<file path="src/rtl/collision_frame_sampler_if.sv">
// Scan-side inputs and per-frame collision results of collision_frame_sampler.
// No backpressure: raster inputs are sampled every clk and results are registered levels plus a tick.
interface collision_frame_sampler_if #(
  parameter int CW = 10
);
  logic          enable;
  logic          valid;
  logic [CW-1:0] h_cnt;
  logic [CW-1:0] v_cnt;
  logic          bouncing_object;
  logic [CW-1:0] ball_x;
  logic [CW-1:0] ball_y;
  logic          coll_x1;
  logic          coll_x2;
  logic          coll_y1;
  logic          coll_y2;
  logic          x_conflict;
  logic          frame_tick;
  logic [7:0]    frame_cnt;

  modport master (
    output enable, valid, h_cnt, v_cnt, bouncing_object, ball_x, ball_y,
    input  coll_x1, coll_x2, coll_y1, coll_y2, x_conflict, frame_tick, frame_cnt
  );

  modport slave (
    input  enable, valid, h_cnt, v_cnt, bouncing_object, ball_x, ball_y,
    output coll_x1, coll_x2, coll_y1, coll_y2, x_conflict, frame_tick, frame_cnt
  );
endinterface

</file>
<file path="src/rtl/collision_frame_sampler.sv">
// Latches ball-edge probe hits over a frame; commits them at the v_cnt==V_END rising edge.
// Results and frame_tick appear 2 clk after that edge; no backpressure, every clk is sampled.
module collision_frame_sampler #(
  parameter int CW        = 10,
  parameter int V_END     = 480,
  parameter int BALL_SIZE = 8,
  parameter int PROBE_OFF = 4
) (
  input  logic                     clk,
  input  logic                     rst,
  collision_frame_sampler_if.slave bus
);

  localparam logic [0:0] ST_SCAN   = 1'b0;
  localparam logic [0:0] ST_COMMIT = 1'b1;

  localparam logic [CW:0]   BS = (CW+1)'(BALL_SIZE);
  localparam logic [CW:0]   PO = (CW+1)'(PROBE_OFF);
  localparam logic [CW-1:0] VE = CW'(V_END);

  logic [0:0] state_q, state_d;
  logic       vend_q, vend_d;
  logic [3:0] sticky_q, sticky_d;
  logic [3:0] coll_q, coll_d;
  logic       x_conflict_q, x_conflict_d;
  logic       frame_tick_q, frame_tick_d;
  logic [7:0] frame_cnt_q, frame_cnt_d;

  logic [CW:0] hx, vy, bx, by, bx_size, bx_off, by_size, by_off;
  logic [3:0]  hit;
  logic [3:0]  hit_en;
  logic        at_vend;
  logic        commit_req;

  // One extra bit keeps ball+offset from wrapping back onto small raster coordinates.
  always_comb begin
    hx      = {1'b0, bus.h_cnt};
    vy      = {1'b0, bus.v_cnt};
    bx      = {1'b0, bus.ball_x};
    by      = {1'b0, bus.ball_y};
    bx_size = bx + BS;
    bx_off  = bx + PO;
    by_size = by + BS;
    by_off  = by + PO;
    hit     = 4'b0000;
    if (bus.bouncing_object && bus.valid) begin
      hit[0] = (hx == bx)      && (vy == by_off);
      hit[1] = (hx == bx_size) && (vy == by_off);
      hit[2] = (hx == bx_off)  && (vy == by);
      hit[3] = (hx == bx_off)  && (vy == by_size);
    end
    hit_en     = hit & {4{bus.enable}};
    at_vend    = (bus.v_cnt == VE);
    commit_req = at_vend && !vend_q;
  end

  always_comb begin
    state_d      = state_q;
    vend_d       = at_vend;
    sticky_d     = sticky_q;
    coll_d       = coll_q;
    x_conflict_d = x_conflict_q;
    frame_tick_d = 1'b0;
    frame_cnt_d  = frame_cnt_q;
    case (state_q)
      ST_SCAN: begin
        sticky_d = sticky_q | hit_en;
        if (commit_req) begin
          state_d = ST_COMMIT;
        end
      end
      ST_COMMIT: begin
        coll_d       = sticky_q;
        x_conflict_d = sticky_q[0] & sticky_q[1];
        frame_tick_d = 1'b1;
        frame_cnt_d  = frame_cnt_q + 8'd1;
        // A hit landing in the commit cycle seeds the next frame instead of being lost.
        sticky_d     = hit_en;
        state_d      = ST_SCAN;
      end
      default: state_d = ST_SCAN;
    endcase
  end

  always_ff @(posedge clk or negedge rst) begin
    if (!rst) begin
      state_q      <= ST_SCAN;
      vend_q       <= 1'b0;
      sticky_q     <= 4'b0000;
      coll_q       <= 4'b0000;
      x_conflict_q <= 1'b0;
      frame_tick_q <= 1'b0;
      frame_cnt_q  <= 8'd0;
    end else begin
      state_q      <= state_d;
      vend_q       <= vend_d;
      sticky_q     <= sticky_d;
      coll_q       <= coll_d;
      x_conflict_q <= x_conflict_d;
      frame_tick_q <= frame_tick_d;
      frame_cnt_q  <= frame_cnt_d;
    end
  end

  assign bus.coll_x1    = coll_q[0];
  assign bus.coll_x2    = coll_q[1];
  assign bus.coll_y1    = coll_q[2];
  assign bus.coll_y2    = coll_q[3];
  assign bus.x_conflict = x_conflict_q;
  assign bus.frame_tick = frame_tick_q;
  assign bus.frame_cnt  = frame_cnt_q;

endmodule
</file>
<file path="src/flat_wrapper.sv">
// flat-port wrapper written by rule: the top's interface ports become plain ports
module collision_frame_sampler_flat 
#(
  parameter int CW        = 10,
  parameter int V_END     = 480,
  parameter int BALL_SIZE = 8,
  parameter int PROBE_OFF = 4
)
  (clk, rst, bus_enable, bus_valid, bus_h_cnt, bus_v_cnt, bus_bouncing_object, bus_ball_x, bus_ball_y, bus_coll_x1, bus_coll_x2, bus_coll_y1, bus_coll_y2, bus_x_conflict, bus_frame_tick, bus_frame_cnt);
  collision_frame_sampler_if #(.CW(CW)) bus_i ();
  input  logic clk;
  input  logic rst;
  input wire logic [$bits(bus_i.enable)-1:0] bus_enable;
  input wire logic [$bits(bus_i.valid)-1:0] bus_valid;
  input wire logic [$bits(bus_i.h_cnt)-1:0] bus_h_cnt;
  input wire logic [$bits(bus_i.v_cnt)-1:0] bus_v_cnt;
  input wire logic [$bits(bus_i.bouncing_object)-1:0] bus_bouncing_object;
  input wire logic [$bits(bus_i.ball_x)-1:0] bus_ball_x;
  input wire logic [$bits(bus_i.ball_y)-1:0] bus_ball_y;
  output wire logic [$bits(bus_i.coll_x1)-1:0] bus_coll_x1;
  output wire logic [$bits(bus_i.coll_x2)-1:0] bus_coll_x2;
  output wire logic [$bits(bus_i.coll_y1)-1:0] bus_coll_y1;
  output wire logic [$bits(bus_i.coll_y2)-1:0] bus_coll_y2;
  output wire logic [$bits(bus_i.x_conflict)-1:0] bus_x_conflict;
  output wire logic [$bits(bus_i.frame_tick)-1:0] bus_frame_tick;
  output wire logic [$bits(bus_i.frame_cnt)-1:0] bus_frame_cnt;
  assign bus_i.enable = bus_enable;
  assign bus_i.valid = bus_valid;
  assign bus_i.h_cnt = bus_h_cnt;
  assign bus_i.v_cnt = bus_v_cnt;
  assign bus_i.bouncing_object = bus_bouncing_object;
  assign bus_i.ball_x = bus_ball_x;
  assign bus_i.ball_y = bus_ball_y;
  assign bus_coll_x1 = bus_i.coll_x1;
  assign bus_coll_x2 = bus_i.coll_x2;
  assign bus_coll_y1 = bus_i.coll_y1;
  assign bus_coll_y2 = bus_i.coll_y2;
  assign bus_x_conflict = bus_i.x_conflict;
  assign bus_frame_tick = bus_i.frame_tick;
  assign bus_frame_cnt = bus_i.frame_cnt;
  collision_frame_sampler #(.CW(CW), .V_END(V_END), .BALL_SIZE(BALL_SIZE), .PROBE_OFF(PROBE_OFF)) u_core (.clk(clk), .rst(rst), .bus(bus_i));
endmodule
</file>
<file path="config.mk">
export PLATFORM = sky130hd
export DESIGN_NAME = collision_frame_sampler_flat
export DESIGN_NICKNAME = d
export VERILOG_FILES = /design/src/rtl/collision_frame_sampler_if.sv /design/src/rtl/collision_frame_sampler.sv /design/src/flat_wrapper.sv
export SDC_FILE = /design/constraint.sdc
export NUM_CORES = 1
export LEC_CHECK = 0
export CAP_MARGIN = 5
export CELL_PAD_IN_SITES_DETAIL_PLACEMENT = 1
export CELL_PAD_IN_SITES_GLOBAL_PLACEMENT = 2
export CORE_UTILIZATION = 36
export DETAILED_ROUTE_END_ITERATION = 10
export DONT_BUFFER_PORTS = 1
export PLACE_DENSITY_LB_ADDON = 0.1
export SETUP_SLACK_MARGIN = 0.05
export SYNTH_ARGS = -nofsm -noshare
export SYNTH_HDL_FRONTEND = slang
export SYNTH_SLANG_ARGS = --single-unit
export TNS_END_PERCENT = 5
</file>
<file path="constraint.sdc">
create_clock -name clk -period 1.4 [get_ports clk]
set_input_delay 0.28 -clock clk [delete_from_list [all_inputs] [get_ports clk]]
set_output_delay 0.28 -clock clk [all_outputs]
set_load 0.02 [all_outputs]
</file>
**Word level (Yosys, flattened, before mapping)**

Cells that the tools add are included.

- $add $sub $neg: 5
- Equal/unequal tests: 7
- Muxes and demuxes: 5
- Bitwise gates (word level): 4
- Reduce and logical (&&, ||, !) cells: 7

Operators by type and width:

| kind | count |
|---|---|
| == test 10 x 11 -> 1 bit | 4 |
| adder 10 x 3 -> 11 bit, second input constant | 2 |
| adder 10 x 4 -> 11 bit, second input constant | 2 |
| == test 10 bit | 2 |
| == test 10 x 9 -> 1 bit, second input constant | 1 |
| adder 8 x 1 -> 8 bit, second input constant | 1 |
| case mux 4 bit (2 select lines) | 1 |
| logical AND 1 bit | 6 |
| bitwise AND 4 bit | 1 |
| 2-to-1 mux 4 bit | 1 |
| bitwise OR 4 bit | 1 |
| 2-to-1 mux 1 bit | 2 |
| case mux 1 bit (2 select lines) | 1 |
| bitwise AND 1 bit | 1 |
| zero test 1 bit | 1 |
| inverter 1 bit | 1 |

- Flip-flop bits (word level): 20
- Input bits: 45
- Output and inout bits: 14
- Logic and storage cells: 35

**Longest topological paths before layout**

- Word-level depth: 7
- Depth in mapped cells: 6
- Depth with buffers taken out: 6

**Worst setup path before layout**

Ideal clock, no wire load.

- Path kind: input to register
- From: input bus_ball_x[3]
- To: register u_core.sticky_q[1]
- Setup time: 95 ps
- Arrival time: 1622 ps
- Data required time: 1305 ps
- Path slack: -317 ps
- Stages on the path: 6
- Buffers on the path: 0
- Path through: ha_1 > and3_1 > nor3b_1 > a31oi_1 > or4_1 > o31ai_1

- Cells in the longest elaborated chain, start to end: 7

RTL lines:

| item | RTL line | source |
|---|---|---|
| start: declaration | flat_wrapper.sv:18 | `input wire logic [$bits(bus_i.ball_x)-1:0] bus_ball_x;` |
| adder 10 x 4 -> 11 bit * | collision_frame_sampler.sv:41 | `bx_size = bx + BS;` |
| == test 10 x 11 -> 1 bit * | collision_frame_sampler.sv:48 | `hit[1] = (hx == bx_size) && (vy == by_off);` |
| logical AND 1 bit * | collision_frame_sampler.sv:48 |  |
| 2-to-1 mux 4 bit * | collision_frame_sampler.sv:46 | `if (bus.bouncing_object && bus.valid) begin` |
| bitwise AND 4 bit * | collision_frame_sampler.sv:52 | `hit_en = hit & {4{bus.enable}};` |
| bitwise OR 4 bit | collision_frame_sampler.sv:67 | `sticky_d = sticky_q \| hit_en;` |
| case mux 4 bit (2 select lines) * | collision_frame_sampler.sv:65 | `case (state_q)` |
| named net u_core.sticky_d[1] | collision_frame_sampler.sv:23 | `logic [3:0] sticky_q, sticky_d;` |
| end signal: assignment | collision_frame_sampler.sv:97 | `sticky_q <= sticky_d;` |
| end: declaration | collision_frame_sampler.sv:23 |  |

The timed path passes the listed nets; every way through them passes the cells marked *.
A chain may end at the register's enable or synchronous reset.

**Worst setup path in the final report**

- From: input bus_h_cnt[8]
- To: register u_core.sticky_q[1]

- Cells in the longest elaborated chain, start to end: 6

RTL lines:

| item | RTL line | source |
|---|---|---|
| start: declaration | flat_wrapper.sv:15 | `input wire logic [$bits(bus_i.h_cnt)-1:0] bus_h_cnt;` |
| == test 10 x 11 -> 1 bit * | collision_frame_sampler.sv:48 |  |
| logical AND 1 bit * | collision_frame_sampler.sv:48 |  |
| 2-to-1 mux 4 bit * | collision_frame_sampler.sv:46 |  |
| bitwise AND 4 bit * | collision_frame_sampler.sv:52 |  |
| bitwise OR 4 bit | collision_frame_sampler.sv:67 |  |
| case mux 4 bit (2 select lines) * | collision_frame_sampler.sv:65 |  |
| named net u_core.sticky_d[1] | collision_frame_sampler.sv:23 |  |

Marked as above.

==> impl_metrics.env <==
export IMPL_status="complete, but fails checks"
export IMPL_violations="negative setup slack"
export IMPL_p_comb_frac=0.230
export IMPL_cp_max_fo=3
export IMPL_vias_per_cell=5.76
export IMPL_relSlewSlack=0.440
export IMPL_yosysSeqAreaShare=0.301
export IMPL_tightest_slew_ps=837
export IMPL_syn_to_final_growth_pct=25.1
export IMPL_synth_cell_types=42
export IMPL_cts_tree="done"
export IMPL_final_cell_mix="29 x buf_4, 22 x xnor2_1, 20 x dfrtp_1, 18 x nand2_1, 13 x xor2_1"
export IMPL_maxSlewViolCount=0
export IMPL_hold_start="bus_v_cnt[9]"
export IMPL_cap_violations=0
export IMPL_cp_arrival_ps=1580
export IMPL_wl_per_cell_um=16.9
export IMPL_synthFlopType="dfrtp_1"
export IMPL_grt_pass1_wl_mm=7.53
export IMPL_rows=24
export IMPL_grt_start_max_net_pins=21
export IMPL_postCtsSetupBuffers=0
export IMPL_io_pins=59
export IMPL_cts_root_buf="clkbuf_8"
export IMPL_ys_ff_latch=20
export IMPL_total_power_mw=1.52
export IMPL_final_antenna_net_count=0
export IMPL_initialDrtViolationCount=56
export IMPL_setup_ws_ps=-11.0
export IMPL_synth_cell_area_mm2=0.00166
export IMPL_clk_pin_slew_ps=70
export IMPL_clock_latency_ps=250
export IMPL_r2r_start="u_core.bus.frame_cnt[1]"
export IMPL_place_congestion=0.875
export IMPL_drtPass1Iterations=4
export IMPL_path_class="in -> reg"
export IMPL_start_util=0.379
export IMPL_h_tree_depth=1
export IMPL_rsz0062_at_grt="yes"
export IMPL_final_cells=269
export IMPL_power_internal_mw=1.16
export IMPL_min_to="u_core.vend_q"
export IMPL_antenna_found_initial=0
export IMPL_routed_wl_mm=4.55
export IMPL_slowest_delay_ps=510
export IMPL_synth_nets=240
export IMPL_switching_share=0.236
export IMPL_avgSynthCellArea_um2=8.74
export IMPL_dieArea_mm2=0.00489
export IMPL_dp_cells=264
export IMPL_finalHoldViolCount=0
export IMPL_min_path_type="in -> reg"
export IMPL_syn_inst=190
export IMPL_ir_drop_mv=0.418
export IMPL_setup_viol=1
export IMPL_whs_path_depth=2
export IMPL_dieWidth_um=69.9
export IMPL_finClkSkew_ps=0.894
export IMPL_nets=268
export IMPL_n_antenna_cell=0
export IMPL_postSynth_asyncResetShare=1.00
export IMPL_p_leak_nw=0.882
export IMPL_grt_pass1_vias=1616
export IMPL_grtUsageTotal=0.190
export IMPL_vias=1549
export IMPL_clkPwrFrac=0.369
export IMPL_switchingPower_uw=359
export IMPL_dieHeight_um=69.9
export IMPL_cts_sinks=20
export IMPL_reg2reg_depth=2
export IMPL_critical_path_endpoint_type="flop"
export IMPL_period_share=1.01
export IMPL_globalRouteOverflowTotal=0
export IMPL_cts_path_max_buffers=2
export IMPL_portBuffers=0
export IMPL_core_mm2=0.00438
export IMPL_fin_crit_ps=1410
export IMPL_cp_slowest_cell="or4_1"
export IMPL_reg2reg_setup_slack_ps=210
export IMPL_critical_path_required_ps=1570
export IMPL_crit_chain="or3b_1 -> a31oi_1 -> o311ai_1 -> or4_1 -> o31ai_2"
export IMPL_hpwl_mm=3.82
export IMPL_powerDensity_mw_per_mm2=733
export IMPL_drive_gt1_frac=0.235
export IMPL_start_kind="primary input"
export IMPL_yosysWarningCount=0
export IMPL_power_frac_seq=0.401
export IMPL_cts_made_buffers=3
export IMPL_final_common_cell="buf_4"
export IMPL_fmaxAchievable_mhz=709
export IMPL_fillCellCount=516
export IMPL_r2r_end="u_core.bus.frame_cnt[1]"
export IMPL_synth_edf_count=0
export IMPL_drc_errors=0
-- cells by family after synthesis --
family	count (synthesis)	share of synthesized area
AOI/OAI and AO/OA	31	0.130
xor gates and xnor gates	37	0.195
adders and majority gates	5	0.0377
buffers and inverters	15	0.0369
DFF	20	0.301
muxes	6	0.0399
and+or+nand+nor	76	0.259
-- how the worst max path moves through the flow --
stage / cells after the start / end / startpoint / slack [ps]
after detailed placement: 6 / u_core.sticky_q[2] / bus_ball_x[2] / -370
after CTS: 5 / u_core.sticky_q[1] / bus_h_cnt[8] / -20
after global placement: 6 / u_core.sticky_q[2] / bus_ball_x[2] / -340
after global routing: 6 / u_core.sticky_q[0] / bus_ball_y[3] / -70
after floorplan: 5 / u_core.sticky_q[1] / bus_h_cnt[8] / -210
final: 5 / u_core.sticky_q[1] / bus_h_cnt[8] / -10
-- per-stage QoR --
stage | instance area [µm²] | worst slack [ps] | TNS [ps] | utilization | hold WS (ps)
4_1_cts | 2040 | -16.8 | -16.8 | 0.465 | 218
2_1_floorplan | 1700 | -206 | -741 | - | -15.6
6_report | 2080 | -11.0 | -11.0 | 0.474 | 212
5_1_grt | 2080 | -71.2 | -222 | 0.474 | 196
3_3_place_gp | 1950 | -339 | -1460 | 0.444 | -15.2
3_5_place_dp | 1950 | -374 | -1490 | 0.444 | -15.2
-- power groups by stage --
stage / clock (mW) / sequential [mW] / combinational (mW)
detailed placement: 0 / 0.621 / 0.327
global placement: 0 / 0.620 / 0.320
floorplan: 0 / 0.620 / 0.234
finish: 0.562 / 0.610 / 0.351
global route: 0.601 / 0.611 / 0.384
CTS: 0.573 / 0.610 / 0.346
-- state kept, by name, indices dropped and copies added, names as in the netlist --
name / count
u_core.coll_q: 4
u_core.bus.x_conflict: 1
u_core.sticky_q: 4
u_core.vend_q: 1
u_core.bus.frame_cnt: 8
u_core.bus.frame_tick: 1
u_core.state_q: 1
-- worst max-delay path: cells and delay by family --
kind	cells	cell delay [ps]
and+or+nand+nor	2	870
AOI/OAI and AO/OA	3	430
-- metal layers --
layer | vias up | wire, µm | GRT usage
li1 | 752 | - | -
met1 | 744 | 2040 | 0.252
met2 | 49 | 2220 | 0.321
met3 | 4 | 269 | 0.0361
met4 | 0 | 25 | 0.0422
met5 | - | 0 | 0
-- cell usage after synthesis (4+ instances only) --
cell type	number	area, µm²
nand4_1	9	56.3
dfrtp_1	20	500
and3_1	4	25.0
xor2_1	14	123
ha_1	5	62.6
mux2_2	5	56.3
o21ai_0	6	30.0
a31oi_1	5	31.3
nand2_1	18	67.6
a21oi_1	5	25.0
nand3_1	12	60.1
nor2_1	9	33.8
inv_1	8	30.0
nand2b_1	4	25.0
xnor2_1	23	201
-- repair_timing --
action / 4_1_cts / 5_1_grt
hold buffers: 1 / 0
endpoints found under the setup margin: 4 / 5
gates resized for setup: 2 / 5
pin swaps: 4 / 4
endpoints found under the hold margin: 20 / 0
-- final cells by class --
class	count	area (µm²)	area share
Timing Repair Buffer	30	228	0.110
Inverter	8	30.0	0.0145
Clock buffer	3	41.3	0.0199
Tap cell	52	65.1	0.0313
Clock inverter	1	30.0	0.0145
Multi-Input combinational cell	155	1180	0.569
Sequential cell	20	500	0.241
No activity file was read; power rests on OpenSTA's default activity.
